<file path="config.mk">
export PLATFORM = sky130hd
export DESIGN_NAME = motor_pwm_driver
export DESIGN_NICKNAME = d
export VERILOG_FILES = /design/src/rtl/motor_pwm_driver.sv
export SDC_FILE = /design/constraint.sdc
export NUM_CORES = 1
export LEC_CHECK = 0
export ABC_AREA = 1
export CORE_UTILIZATION = 40
export CTS_CLUSTER_DIAMETER = 30
export DETAILED_ROUTE_END_ITERATION = 10
export GPL_TIMING_DRIVEN = 1
export HOLD_SLACK_MARGIN = 0.15
export PLACE_DENSITY_LB_ADDON = 0.08
export SETUP_SLACK_MARGIN = 0.5
export SYNTH_ARGS = -nofsm -noshare
export SYNTH_HDL_FRONTEND = slang
export SYNTH_SLANG_ARGS = --single-unit
</file>
<file path="constraint.sdc">
create_clock -name clk -period 5 [get_ports clk]
set_clock_uncertainty 0.1 [all_clocks]
set_input_delay 1 -clock clk [delete_from_list [all_inputs] [get_ports clk]]
set_output_delay 1 -clock clk [all_outputs]
set_load 0.02 [all_outputs]
</file>
<file path="src/rtl/motor_pwm_driver.sv">
// motor_pwm_driver: two independent H-bridge channels driven from the
// line-follow steering block's direction/enable codes. Each channel has
// PWM speed control, a soft-start duty ramp and a dead-time coast before
// any direction reversal.
// Optional feature macro: SOFT_START_EN. When it is defined, the duty
// ramps up from 0. When it is undefined, drive starts directly at
// DUTY_MAX.
//
// state | meaning
// ------+-----------------------------------------------------------
// IDLE  | bridge off, pair 00, duty 0
// RAMP  | driving, duty climbs 1 count per RAMP_DIV clocks (SOFT_START_EN)
// RUN   | driving at DUTY_MAX, at_speed high
// DEAD  | coasting DEAD_CYC clocks before applying the reversed direction
// BRAKE | pair 11, enable held high (no PWM)
module motor_pwm_driver #(
  parameter int CNT_W    = 8,
  parameter int DUTY_MAX = 200,
  parameter int RAMP_DIV = 1024,
  parameter int DEAD_CYC = 4096
) (
  input  logic       clk,
  input  logic       rst_n,
  input  logic [3:0] motor_in,
  input  logic [1:0] motor_en,
  output logic [3:0] hb_in,
  output logic [1:0] hb_en,
  output logic [1:0] at_speed,
  output logic [1:0] reversing
);

  localparam logic [2:0] ST_IDLE  = 3'd0;
`ifdef SOFT_START_EN
  localparam logic [2:0] ST_RAMP  = 3'd1;
`endif
  localparam logic [2:0] ST_RUN   = 3'd2;
  localparam logic [2:0] ST_DEAD  = 3'd3;
  localparam logic [2:0] ST_BRAKE = 3'd4;

  localparam logic [CNT_W-1:0] DUTY_RUN = CNT_W'(DUTY_MAX);
  localparam int DW = $clog2(DEAD_CYC + 1);
  localparam logic [DW-1:0] DEAD_LOAD = DW'(DEAD_CYC - 1);
`ifdef SOFT_START_EN
  localparam int PW = $clog2(RAMP_DIV + 1);
  localparam logic [PW-1:0] PRESC_LOAD = PW'(RAMP_DIV - 1);
`endif

  // Out-of-range parameters would silently break the ramp/dead timers.
  if (RAMP_DIV < 1 || DEAD_CYC < 1 || DUTY_MAX < 1 || DUTY_MAX > (2**CNT_W) - 1) begin : g_param_check
    $fatal(1, "motor_pwm_driver: illegal parameter value");
  end

  logic [CNT_W-1:0] cnt_q;
  logic [3:0]       in_q;
  logic [1:0]       en_q;

  // Shared free-running PWM counter; only rst_n clears it.
  always_ff @(posedge clk or negedge rst_n) begin
    if (!rst_n) cnt_q <= '0;
    else        cnt_q <= cnt_q + 1'b1;
  end

  // Single register stage on the command inputs.
  always_ff @(posedge clk or negedge rst_n) begin
    if (!rst_n) begin
      in_q <= '0;
      en_q <= '0;
    end else begin
      in_q <= motor_in;
      en_q <= motor_en;
    end
  end

  for (genvar ch = 0; ch < 2; ch++) begin : g_ch
    logic [2:0]       state_q, state_d;
    logic [1:0]       pair_q, pair_d;
    logic [CNT_W-1:0] duty_q, duty_d;
    logic [DW-1:0]    dead_q, dead_d;
    logic [1:0]       cmd;
    logic             en, is_dir, in_ramp, go_drive, pwm_on;

    assign cmd    = in_q[2*ch+1 -: 2];
    assign en     = en_q[ch];
    assign is_dir = cmd[1] ^ cmd[0];

`ifdef SOFT_START_EN
    logic [PW-1:0] presc_q, presc_d;
    assign in_ramp = (state_q == ST_RAMP);
`else
    assign in_ramp = 1'b0;
`endif

    // Next-state logic; priority is en=0 > brake > coast > direction compare.
    always_comb begin
      state_d  = state_q;
      pair_d   = pair_q;
      duty_d   = duty_q;
      dead_d   = dead_q;
      go_drive = 1'b0;
`ifdef SOFT_START_EN
      presc_d  = presc_q;
`endif
      if (state_q == ST_IDLE) begin
        if (en && is_dir) begin
          go_drive = 1'b1;
        end else if (en && cmd == 2'b11) begin
          state_d = ST_BRAKE;
          pair_d  = 2'b11;
        end
      end else if (!en || cmd == 2'b00) begin
        state_d = ST_IDLE;
        pair_d  = 2'b00;
        duty_d  = '0;
      end else if (cmd == 2'b11) begin
        state_d = ST_BRAKE;
        pair_d  = 2'b11;
        duty_d  = '0;
      end else if (state_q == ST_DEAD) begin
        // The newest commanded direction is what gets applied at expiry.
        if (dead_q == '0) go_drive = 1'b1;
        else              dead_d   = dead_q - 1'b1;
      end else if (state_q == ST_BRAKE) begin
        go_drive = 1'b1;
      end else if (state_q == ST_RUN || in_ramp) begin
        if (cmd != pair_q) begin
          state_d = ST_DEAD;
          pair_d  = 2'b00;
          duty_d  = '0;
          dead_d  = DEAD_LOAD;
        end
`ifdef SOFT_START_EN
        else if (in_ramp) begin
          if (presc_q == '0) begin
            presc_d = PRESC_LOAD;
            if (duty_q == DUTY_RUN - 1'b1) begin
              state_d = ST_RUN;
              duty_d  = DUTY_RUN;
            end else begin
              duty_d = duty_q + 1'b1;
            end
          end else begin
            presc_d = presc_q - 1'b1;
          end
        end
`endif
      end else begin
        state_d = ST_IDLE;
        pair_d  = 2'b00;
        duty_d  = '0;
      end

      if (go_drive) begin
        pair_d  = cmd;
`ifdef SOFT_START_EN
        state_d = ST_RAMP;
        duty_d  = '0;
        presc_d = PRESC_LOAD;
`else
        state_d = ST_RUN;
        duty_d  = DUTY_RUN;
`endif
      end
    end

    // Channel state registers.
    always_ff @(posedge clk or negedge rst_n) begin
      if (!rst_n) begin
        state_q <= ST_IDLE;
        pair_q  <= 2'b00;
        duty_q  <= '0;
        dead_q  <= '0;
`ifdef SOFT_START_EN
        presc_q <= '0;
`endif
      end else begin
        state_q <= state_d;
        pair_q  <= pair_d;
        duty_q  <= duty_d;
        dead_q  <= dead_d;
`ifdef SOFT_START_EN
        presc_q <= presc_d;
`endif
      end
    end

    // Bridge enable: PWM compare while driving, steady high while braking.
    always_comb begin
      pwm_on = 1'b0;
      if (in_ramp)                   pwm_on = (cnt_q < duty_q);
      else if (state_q == ST_RUN)    pwm_on = (cnt_q < DUTY_RUN);
      else if (state_q == ST_BRAKE)  pwm_on = 1'b1;
    end

    assign hb_in[2*ch+1 -: 2] = pair_q;
    assign hb_en[ch]          = pwm_on;
    assign at_speed[ch]       = (state_q == ST_RUN);
    assign reversing[ch]      = (state_q == ST_DEAD);
  end

endmodule

</file>
Yosys cells after proc, flatten, opt, wreduce, memory -nomap -nowiden --
Index checks and enable logic that the tools add are counted.
Operators by class: $add $sub $neg 3, magnitude comparators 1, equal/unequal tests 24, multiplexer cells 66, bitwise logic cells 8, reduce and logical (&&, ||, !) cells 22
Operator list (count):
- $mux W13 | 10
- $mux W3 | 20
- $mux W2 | 20
- $logic_not A13 Y1 | 2
- $sub A13 B1 Y13 const B | 2
- $mux W1 | 16
- $reduce_and A7 Y1 | 2
- $eq A3 B2 Y1 const B | 4
- $ne A6 B1 Y1 const B | 2
- $ne A5 B1 Y1 const B | 2
- $ne A5 B5 Y1 const B | 2
- $reduce_and A5 Y1 | 2
- $add A8 B1 Y8 const B | 1
- $lt A8 B8 Y1 const B | 1
- $ne A2 B2 Y1 const B | 4
- $reduce_bool A2 Y1 | 4
- $eq A3 B3 Y1 const B | 2
- $logic_not A3 Y1 | 2
- $ne A3 B2 Y1 const B | 2
- $ne A3 B3 Y1 const B | 2
- $not A1 Y1 | 6
- $eq A2 B2 Y1 const B | 2
- $logic_and A1 B1 Y1 | 4
- $logic_not A2 Y1 | 2
- 4 further kinds | 8
Word-level totals: bits in registers 50, input bits 8, output and inout bits 10

Depth between registers and ports, before layout --
Gate-level depths: netlist (run 1).
depth in word-level cells 9, gate-level depth with buffers 13, mapped depth without buffers 13

Worst setup path after synthesis (run 1) --
OpenSTA, ideal clock, no wires.
path type register to output, from register g_ch[1].state_q[2], to output hb_en[1], data arrival time 1.257 ns, data required time 3.900 ns, setup slack 2.643 ns, stages on the path, launching flop included 7, buffers on the path 1, cells stage by stage dfrtp_1 > inv_1 > nand2_1 > nor2_1 > inv_1 > o22ai_1 > buf_4
On the way: elaborated cells on any way between the ends 4, those cells by class eq/ne: 2; mux: 2
RTL lines:
- start, declared | line 75 | logic [2:0] state_q, state_d;
- start signal, assigned | line 176 | state_q <= state_d;
- $eq A3 B2 Y1
- net at_speed[1] | line 28 | output logic [1:0] at_speed,
- $mux W1 | line 190 | else if (state_q == ST_RUN) pwm_on = (cnt_q < DUTY_RUN);
- end, declared | line 27 | output logic [1:0] hb_en,
The timed path passes the listed nets, and every way through them passes these cells.

Worst setup path after layout (run 1) --
from register g_ch[0].state_q[1], to output reversing[0]
On the way: word-level cells in the longest chain between the ends 1
Ends and longest elaborated chain:
- start, declared | line 75
- start signal, assigned | line 176
- $eq A3 B2 Y1 | line 197 | assign reversing[ch] = (state_q == ST_DEAD);
- end, declared | line 29 | output logic [1:0] reversing
Every way passes these cells.

==> qor.yml, run 1 <==
antenna_found_initial: 0
fin_crit_sh_pct: 60.82
ys_types: 36
layout.nets: 429
dieArea_mm2: 0.008050
ant_nets: 0
leakage_nw: 1.708
cp_slowest_cell: "clkdlybuf4s50_1"
syn-num-nets: 411
finalNonFillerCells: 511
dp_hpwl_um: 4244
place_ws_ns: 2.268
setup_viol: 0
antennaDiodeCount: 0
final_layout_size_suffix_gt1_share_pct: 12.86
synth-async-reset-ratio_pct: 100.0
fp.coreArea_mm2: 0.007331
numCtsBuffers: 5
start_util_pct: 41.99
post-synth-top-count-cell: "nand2_1"
vias: 2414
timing.hold.ws_ns: 0.3525
crit_arrival_ns: 1.94
drtIter0Drc: 101
ir_worst_vdd_mv: 0.2366
clk_latency_ns: 0.31
synth_cells: 394
path_clk_slew_ns: 0.09
die_x_um: 89.72
fin_area_mm2: 0.003415
gr-total-overflow: 0
synth_top_area_cell: "dfrtp_1"
post_dp_cell_area_mm2: 0.003302
vias_per_cell: 4.724
maxCapViolCount: 0
grt_max_degree: 51
grt_pass1_wl_um: 10570
syn_avg_cell_area_um2: 7.812
rsz0062_at_grt: "no"
tns_ns: 0
area_delta_synth_final_pct: 10.93
synth_area_mm2: 0.003078
drc_errors: 0
path_cells: "inv_2 > nor2_1 > nand2_1 > inv_2 > clkdlybuf4s50_1"
required_ns: 3.90
h-tree-depth: 2
drv_slew: 0
routabilityCongestion: 0.8274
firstDrtPassIters: 4
hold_viol: 0
num_rows: 31
synth_area_leaders: "dfrtp_1 (41%), nand2_1 (13%), inv_1 (6.0%)"
path_max_fanout: 11
cts_tree: "built"
wl_per_cell_um: 11.36
post_cts_resized: 0
critical_path.max_stage_delay_ns: 0.62
dp_cells: 504
grtUsageTotal_pct: 15.94
grt_pass1_vias: 2406
cts.sinks: 50
crit_type: "flop to primary output"
max_freq_ghz: 0.3289
ctsHoldBuffers: 0
postCtsSetupRepairBufs: 0
startpoint_type: "flop"
yosys_warnings: 0
status: "finished, final reports clean"
cts_buffer_depth: 2
cts_root_buffer: "clkbuf_8"
die_y_um: 89.72
ys.flop_type: "dfrtp_1"
synth_top_area_share_pct: 40.65
routed_wl_um: 5803
slew-limit-headroom_pct: 57.49
synth_commonest_cells: "nand2_1 (105), dfrtp_1 (50), inv_1 (49)"
period_needed_ns: 3.041
synth_edf_count: 0
timing.final.ws_setup_ns: 1.959
timing.critical_path.mode_cell: "inv_2"
pwr_density_cell_mw_per_mm2: 526.5
hold_path_class: "flop to flop"
io_buffers: 17
synth-seq-area-share_pct: 40.65
crit_path_end_kind: "primary output"
worst_pin_slew_ns: 0.6377
ios: 18
synth-seq-cells: 50
-- layer usage --
| layer | vias up | wire [um] | track usage, % |
|---|---|---|---|
| met1 | 1121 | 2851 | 19.62 |
| met3 | 5 | 153 | 2.961 |
| met2 | 22 | 2730 | 27.88 |
| met4 | 0 | 67 | 5.464 |
| met5 | - | 0 | 0 |
| li1 | 1266 | - | - |
-- path summary, 6_finish.rpt --
check,start,to,slack (ns),depth (start not counted)
min in group asynchronous,rst_n,g_ch[0].dead_q[12],0.68,2
worst max-delay path,g_ch[0].state_q[1],reversing[0],1.96,5
worst min-delay path,cnt_q[0],cnt_q[0],0.35,1
max in group asynchronous,rst_n,g_ch[1].pair_q[1],3.67,2
worst min register to register,cnt_q[0],cnt_q[0],0.35,1
worst max register to register,g_ch[0].state_q[1],g_ch[0].dead_q[6],2.99,9
-- critical path: cells and delay by family, from the launching register on --
family	cells	cell delay, ns
simple gates	2	0.41
buf+inv	3	0.86
flops	1	0.36
-- kinds of logic (layout without fill, tap and decap cells) --
kind of cell	after synthesis	in the layout	share of synthesized area, %
xor gates and xnor gates	19	19	5.407
AOI/OAI and AO/OA	39	39	9.228
DFF	50	50	40.65
buffers and inverters	62	80	9.065
and+or+nand+nor	215	215	31.99
adders and majority gates	9	9	3.659
-- layout make-up --
| type | count | area, um^2 |
|---|---|---|
| fillers | 734 | 3916 |
| multi-input cells | 282 | 1548 |
| flip-flops and latches | 50 | 1251 |
| inverters | 55 | 206.4 |
| repair buffers | 18 | 172.7 |
| well taps | 99 | 123.9 |
| clock buffers | 6 | 82.58 |
| clock inverters | 1 | 30.03 |
-- power by group --
group          internal, mW  total (mW)  switching (mW)  leakage (nW)
registers             0.542       0.694           0.152         0.598
logic                 0.322       0.811           0.489          1.05
clock network         0.160       0.293           0.132        0.0573
-- layout by cell type, fill, tap and decap left out, types with 2 or more instances in the layout --
cell / Yosys / final
nand2_1: 105 / 105
dfrtp_1: 50 / 50
inv_1: 49 / 49
nor2_1: 48 / 48
nand3_1: 26 / 26
o21ai_2: 18 / 18
clkdlybuf4s50_1: 0 / 16
xor2_1: 11 / 11
ha_1: 9 / 9
xnor2_1: 8 / 8
o21ai_0: 8 / 8
nor2_2: 7 / 7
nor3_1: 6 / 6
clkbuf_8: 0 / 6
inv_2: 5 / 5
o21ai_1: 4 / 4
nor2_4: 4 / 4
nor3b_1: 3 / 3
nand2_2: 3 / 3
nand3_2: 3 / 3
nand4_1: 3 / 3
nand2_4: 2 / 2
o31ai_1: 2 / 2
or2_1: 2 / 2
-- stage by stage --
stage / utilization (%) / power, mW
6_report: 46.58 / 1.798
5_1_grt: 46.58 / 1.973
4_1_cts: 46.58 / 1.822
3_5_place_dp: 45.04 / 1.518
3_3_place_gp: 45.04 / 1.505
2_1_floorplan: - / 1.318
-- registers in the layout, summed over array words and instances (netlist names) --
| register | cells |
|---|---|
| cnt_q | 8 |
| en_q | 2 |
| g_ch.dead_q | 26 |
| g_ch.pair_q | 4 |
| g_ch.state_q | 6 |
| in_q | 4 |
(Power assumes the default switching activity.)
==> run 2: changes to the inputs <==
==> constraint.sdc (replaced) <==
create_clock -name clk -period 3.2 [get_ports clk]
set_clock_uncertainty 0.1 [all_clocks]
set_input_delay 0.64 -clock clk [delete_from_list [all_inputs] [get_ports clk]]
set_output_delay 0.64 -clock clk [all_outputs]
set_load 0.02 [all_outputs]
==> run 2 against run 1 <==
Effect of this change:
- design area grew 0.70%
- setup slack got worse by 1.3 ns
- core utilization grew 0.32 points
- sequential power rose by 56%
- register-to-register slack worse by 1.7 ns
- largest cell class unchanged
==> qor.yml, run 2 (same netlist as run 1, synthesis figures left out) <==
status: "finished, final reports clean"
startpoint_type: "flop"
ir_worst_vdd_mv: 0.2897
area_delta_synth_final_pct: 11.71
fin_crit_sh_pct: 78.36
layout.nets: 431
hold_path_class: "flop to flop"
antennaDiodeCount: 0
cp-startpoint: "g_ch[0].state_q[1]"
postCtsSetupRepairBufs: 0
clk_latency_ns: 0.31
tns_ns: 0
cts_root_buffer: "clkbuf_8"
fillers: 744
pwr_density_cell_mw_per_mm2: 813.5
period_needed_ns: 2.508
top_regs: "g_ch.dead_q: 26 flops, cnt_q: 8 flops, g_ch.state_q: 6 flops"
path_cells: "inv_2 > nor2_1 > nand2_2 > inv_2 > clkdlybuf4s50_1"
cts_buffer_depth: 2
timing.final.ws_setup_ns: 0.6924
die_y_um: 89.72
r2r-start: "in_q[0]"
rsz0062_at_grt: "no"
cts.sinks: 50
maxCapViolCount: 0
path_max_fanout: 11
firstDrtPassIters: 4
num_rows: 31
io_buffers: 17
crit_arrival_ns: 1.77
final_common_cell: "nand2_1"
crit_path_end_kind: "primary output"
grt_pass1_vias: 2323
place_ws_ns: 0.8059
die_x_um: 89.72
final_layout_size_suffix_gt1_share_pct: 13.29
setup_viol: 0
largest-register: "g_ch.dead_q"
drv_slew: 0
routabilityCongestion: 0.7960
h-tree-depth: 2
grt_max_degree: 26
hold_viol: 0
timing.critical_path.mode_cell: "inv_2"
cp_num_buf_inv: 3
dp_hpwl_um: 4332
min_from: "cnt_q[0]"
gr-total-overflow: 0
critical_path.max_stage_delay_ns: 0.60
ant_nets: 0
slew-limit-headroom_pct: 71.29
leakage_nw: 1.750
drtIter0Drc: 54
fp.coreArea_mm2: 0.007331
required_ns: 2.46
start_util_pct: 41.99
cp_slowest_cell: "clkdlybuf4s50_1"
grt_pass1_wl_um: 10430
ios: 18
final_cell_mix: "nand2_1 (104), dfrtp_1 (50), inv_1 (49)"
cpLargestDelayFamily: "buffers and inverters"
crit_type: "flop to primary output"
vias_per_cell: 4.595
numCtsBuffers: 5
drc_errors: 0
grtUsageTotal_pct: 15.80
vias: 2357
routed_wl_um: 5702
path_clk_slew_ns: 0.09
dieArea_mm2: 0.008050
wl_per_cell_um: 11.12
worst_pin_slew_ns: 0.4296
largest_reg_flops: 26
max_freq_ghz: 0.3988
fin_util_pct: 46.90
cts_tree: "built"
antenna_found_initial: 0
==> run 2: changes by cell type in the layout (fill, tap and decap cells not counted), sizes merged <==
cell	delta
dlygate4sd3	+1
buf	+1
dlygate4sd2	+1
dlymetal6s2s	+2
clkdlybuf4s50	-3
==> run 2: layout make-up <==
type | instances | area, um^2 | share of cell area [%]
inverters | 55 | 206.4 | 6.004
multi-input cells | 282 | 1550 | 45.09
well taps | 99 | 123.9 | 3.603
flip-flops and latches | 50 | 1251 | 36.39
clock buffers | 6 | 82.58 | 2.402
repair buffers | 20 | 193.9 | 5.640
clock inverters | 1 | 30.03 | 0.8734
==> run 2: final timing paths <==
path                                       to  slack [ns]  cells after the start
max                              reversing[0]        0.69                      5
min                                  cnt_q[0]        0.36                      1
max reg2reg                 g_ch[0].dead_q[6]        1.27                      9
min reg2reg                          cnt_q[0]        0.36                      1
max in group asynchronous             in_q[0]        1.96                      3
min in group asynchronous  g_ch[0].dead_q[10]        0.54                      2
==> run 2: metrics by stage <==
step / hold slack [ns] / area, um^2 / power (mW) / std cells
floorplan: 0.2444 / 3078 / 2.060 / 394
global placement: 0.3323 / 3309 / 2.355 / 505
detailed placement: 0.3331 / 3309 / 2.370 / 505
CTS: 0.3644 / 3431 / 2.837 / 513
global route: 0.4040 / 3438 / 3.073 / 513
finish: 0.3592 / 3438 / 2.797 / 513
==> run 2: where the power goes <==
group | internal [mW] | leakage (nW) | switching (mW)
clock | 0.250 | 0.0573 | 0.211
combinational | 0.497 | 1.09 | 0.760
sequential | 0.848 | 0.598 | 0.232
==> run 2: per-layer routing <==
| layer | wire length (um) | share of wire (%) | vias up | GRT usage [%] |
|---|---|---|---|---|
| li1 | - | - | 1267 | - |
| met1 | 2877 | 50 | 1063 | 20.26 |
| met2 | 2567 | 45 | 20 | 26.28 |
| met3 | 159 | 2.8 | 7 | 3.553 |
| met4 | 97 | 1.7 | 0 | 5.328 |
| met5 | 0 | 0 | - | 0 |
==> run 2: timing repair <==
item                       in CTS  in global routing
gates resized for setup         1                  3
pin swaps                       0                  0
setup endpoints to repair       1                  3
hold buffers                    1                  0
hold endpoints to repair        1                  0
==> run 3: changes to the inputs <==
==> constraint.sdc (replaced) <==
create_clock -name clk -period 2.6 [get_ports clk]
set_clock_uncertainty 0.1 [all_clocks]
set_input_delay 0.52 -clock clk [delete_from_list [all_inputs] [get_ports clk]]
set_output_delay 0.52 -clock clk [all_outputs]
set_load 0.02 [all_outputs]
==> run 3 against run 2 <==
Effect of this change:
- sequential share of layout area down 0.59 points
- register-to-register slack got worse by 0.54 ns
- flip-flop and latch count did not move
- routed wire length increased by 3.9%
- sequential power up 23%
- core utilization grew 0.77 points
- combinational power is 25% higher
- power increased by 22%
- highest routed layer unchanged
- design area up 1.6%
==> qor.yml, run 3 (same netlist as run 1, synthesis figures left out) <==
layout.nets: 436
hold_viol: 0
tns_ns: 0
top_regs: "g_ch.dead_q: 26 flops, cnt_q: 8 flops, g_ch.state_q: 6 flops"
status: "finished, final reports clean"
gr-total-overflow: 0
cts.sinks: 50
timing.final.ws_setup_ns: 0.5745
fin_crit_sh_pct: 77.91
required_ns: 1.98
maxCapViolCount: 0
worst_pin_slew_ns: 0.5970
ant_nets: 0
leakage_nw: 1.750
clk_latency_ns: 0.31
path_clk_slew_ns: 0.09
drc_errors: 0
final_layout_size_suffix_gt1_share_pct: 16.90
swShare_pct: 44.44
cp_slowest_cell: "dfrtp_1"
final_common_cell: "nand2_1"
antenna_found_initial: 0
start_util_pct: 41.99
routabilityCongestion: 0.8231
ir_worst_vdd_mv: 0.4228
fillers: 730
grt_max_degree: 27
dieArea_mm2: 0.008050
path_cells: "inv_2 > nand2_1 > nor2_1 > inv_1 > o22ai_1 > clkbuf_2"
path_max_fanout: 5
startpoint_type: "flop"
grt_pass1_vias: 2288
clkPwrFrac_pct: 14.3
antennaDiodeCount: 0
slew-limit-headroom_pct: 60.20
num_rows: 31
rsz0062_at_grt: "yes"
vias: 2427
pwr-share-comb_pct: 46.5
firstDrtPassIters: 4
critical_path.max_stage_delay_ns: 0.38
power.total_mw: 3.400
final_cell_mix: "nand2_1 (104), dfrtp_1 (50), nor2_1 (48)"
crit_type: "flop to primary output"
wl_per_cell_um: 11.41
cts_buffer_depth: 2
drv_slew: 0
grtUsageTotal_pct: 16.01
die_x_um: 89.72
routed_wl_um: 5922
largest-register: "g_ch.dead_q"
pwr_density_cell_mw_per_mm2: 973.0
numCtsBuffers: 5
io_buffers: 17
worst-r2r-setup-slack_ns: 0.73
grt_pass1_wl_um: 10620
hold_path_class: "flop to flop"
setup_viol: 0
drtIter0Drc: 87
p_switching_mw: 1.511
cts_root_buffer: "clkbuf_8"
crit_arrival_ns: 1.41
dp_hpwl_um: 4492
internal-power_mw: 1.889
finalNonFillerCells: 519
crit_path_end_kind: "primary output"
ios: 18
vias_per_cell: 4.676
place_ws_ns: 0.3697
cts_tree: "built"
max_freq_ghz: 0.4937
largest_reg_flops: 26
p_seq_share_pct: 39.1
dp_cells: 505
period_needed_ns: 2.026
fp.coreArea_mm2: 0.007331
area_delta_synth_final_pct: 13.54
die_y_um: 89.72
h-tree-depth: 2
[run 3: cell count changes in the layout (fill, tap and decap cells not counted), sizes merged, moves of 2 or more]
cell and delta:
buf +6, clkdlybuf4s50 -3, clkbuf +2, dlymetal6s2s -2
[run 3: worst max-delay path: cells and delay by family, from the launching register on]
family                 cells  cell delay [ns]
AO/OA/AOI/OAI              1             0.16
buffers and inverters      3             0.37
flip-flops                 1             0.38
AND/OR/NAND/NOR            2             0.19
[run 3: per-layer routing]
layer / vias up / routed length (um) / GRT usage [%]
met5: - / 0 / 0
met4: 0 / 31 / 4.098
met3: 2 / 131 / 3.469
met2: 20 / 2795 / 27.37
met1: 1120 / 2964 / 20.45
li1: 1285 / - / -
[run 3: layout make-up]
cell class,instances,area [um^2],area share (%)
multi-input combinational,282,1564,44.75
tap,99,123.9,3.545
inverter,55,209.0,5.979
sequential,50,1251,35.80
timing repair buffer,25,251.5,7.197
clock buffer,6,82.58,2.363
clock inverter,2,12.51,0.3580
[run 3: power by group through the flow]
stage,Combinational [mW],Sequential [mW],Clock [mW]
3_3_place_gp,1.56,1.34,0
6_report,1.58,1.33,0.488
2_1_floorplan,1.22,1.31,0
5_1_grt,1.82,1.38,0.542
4_1_cts,1.56,1.33,0.507
3_5_place_dp,1.58,1.35,0
[run 3: path summary, 6_finish.rpt]
| check | start | endpoint | cells after the start |
|---|---|---|---|
| max | g_ch[1].state_q[2] | hb_en[1] | 6 |
| min | cnt_q[0] | cnt_q[0] | 1 |
| max reg2reg | in_q[2] | g_ch[1].dead_q[1] | 13 |
| min reg2reg | cnt_q[0] | cnt_q[0] | 1 |
| max in group asynchronous | rst_n | g_ch[1].dead_q[1] | 3 |
| min in group asynchronous | rst_n | g_ch[0].dead_q[4] | 2 |
[run 3: what timing repair did]
item / in CTS / in global routing
setup endpoints to repair: 6 / 10
resized for setup: 14 / 11
hold endpoints to repair: 24 / 0
setup buffers: 0 / 5
pin swaps: 0 / 1
hold buffers: 1 / 0
[run 3: metrics by stage]
stage,hold WS [ns],instance area [um^2],utilization (%)
floorplan,0.1244,3078,-
global placement,0.3466,3322,45.31
detailed placement,0.3437,3322,45.31
CTS,0.3575,3425,46.71
global route,0.3875,3495,47.67
finish,0.3510,3495,47.67
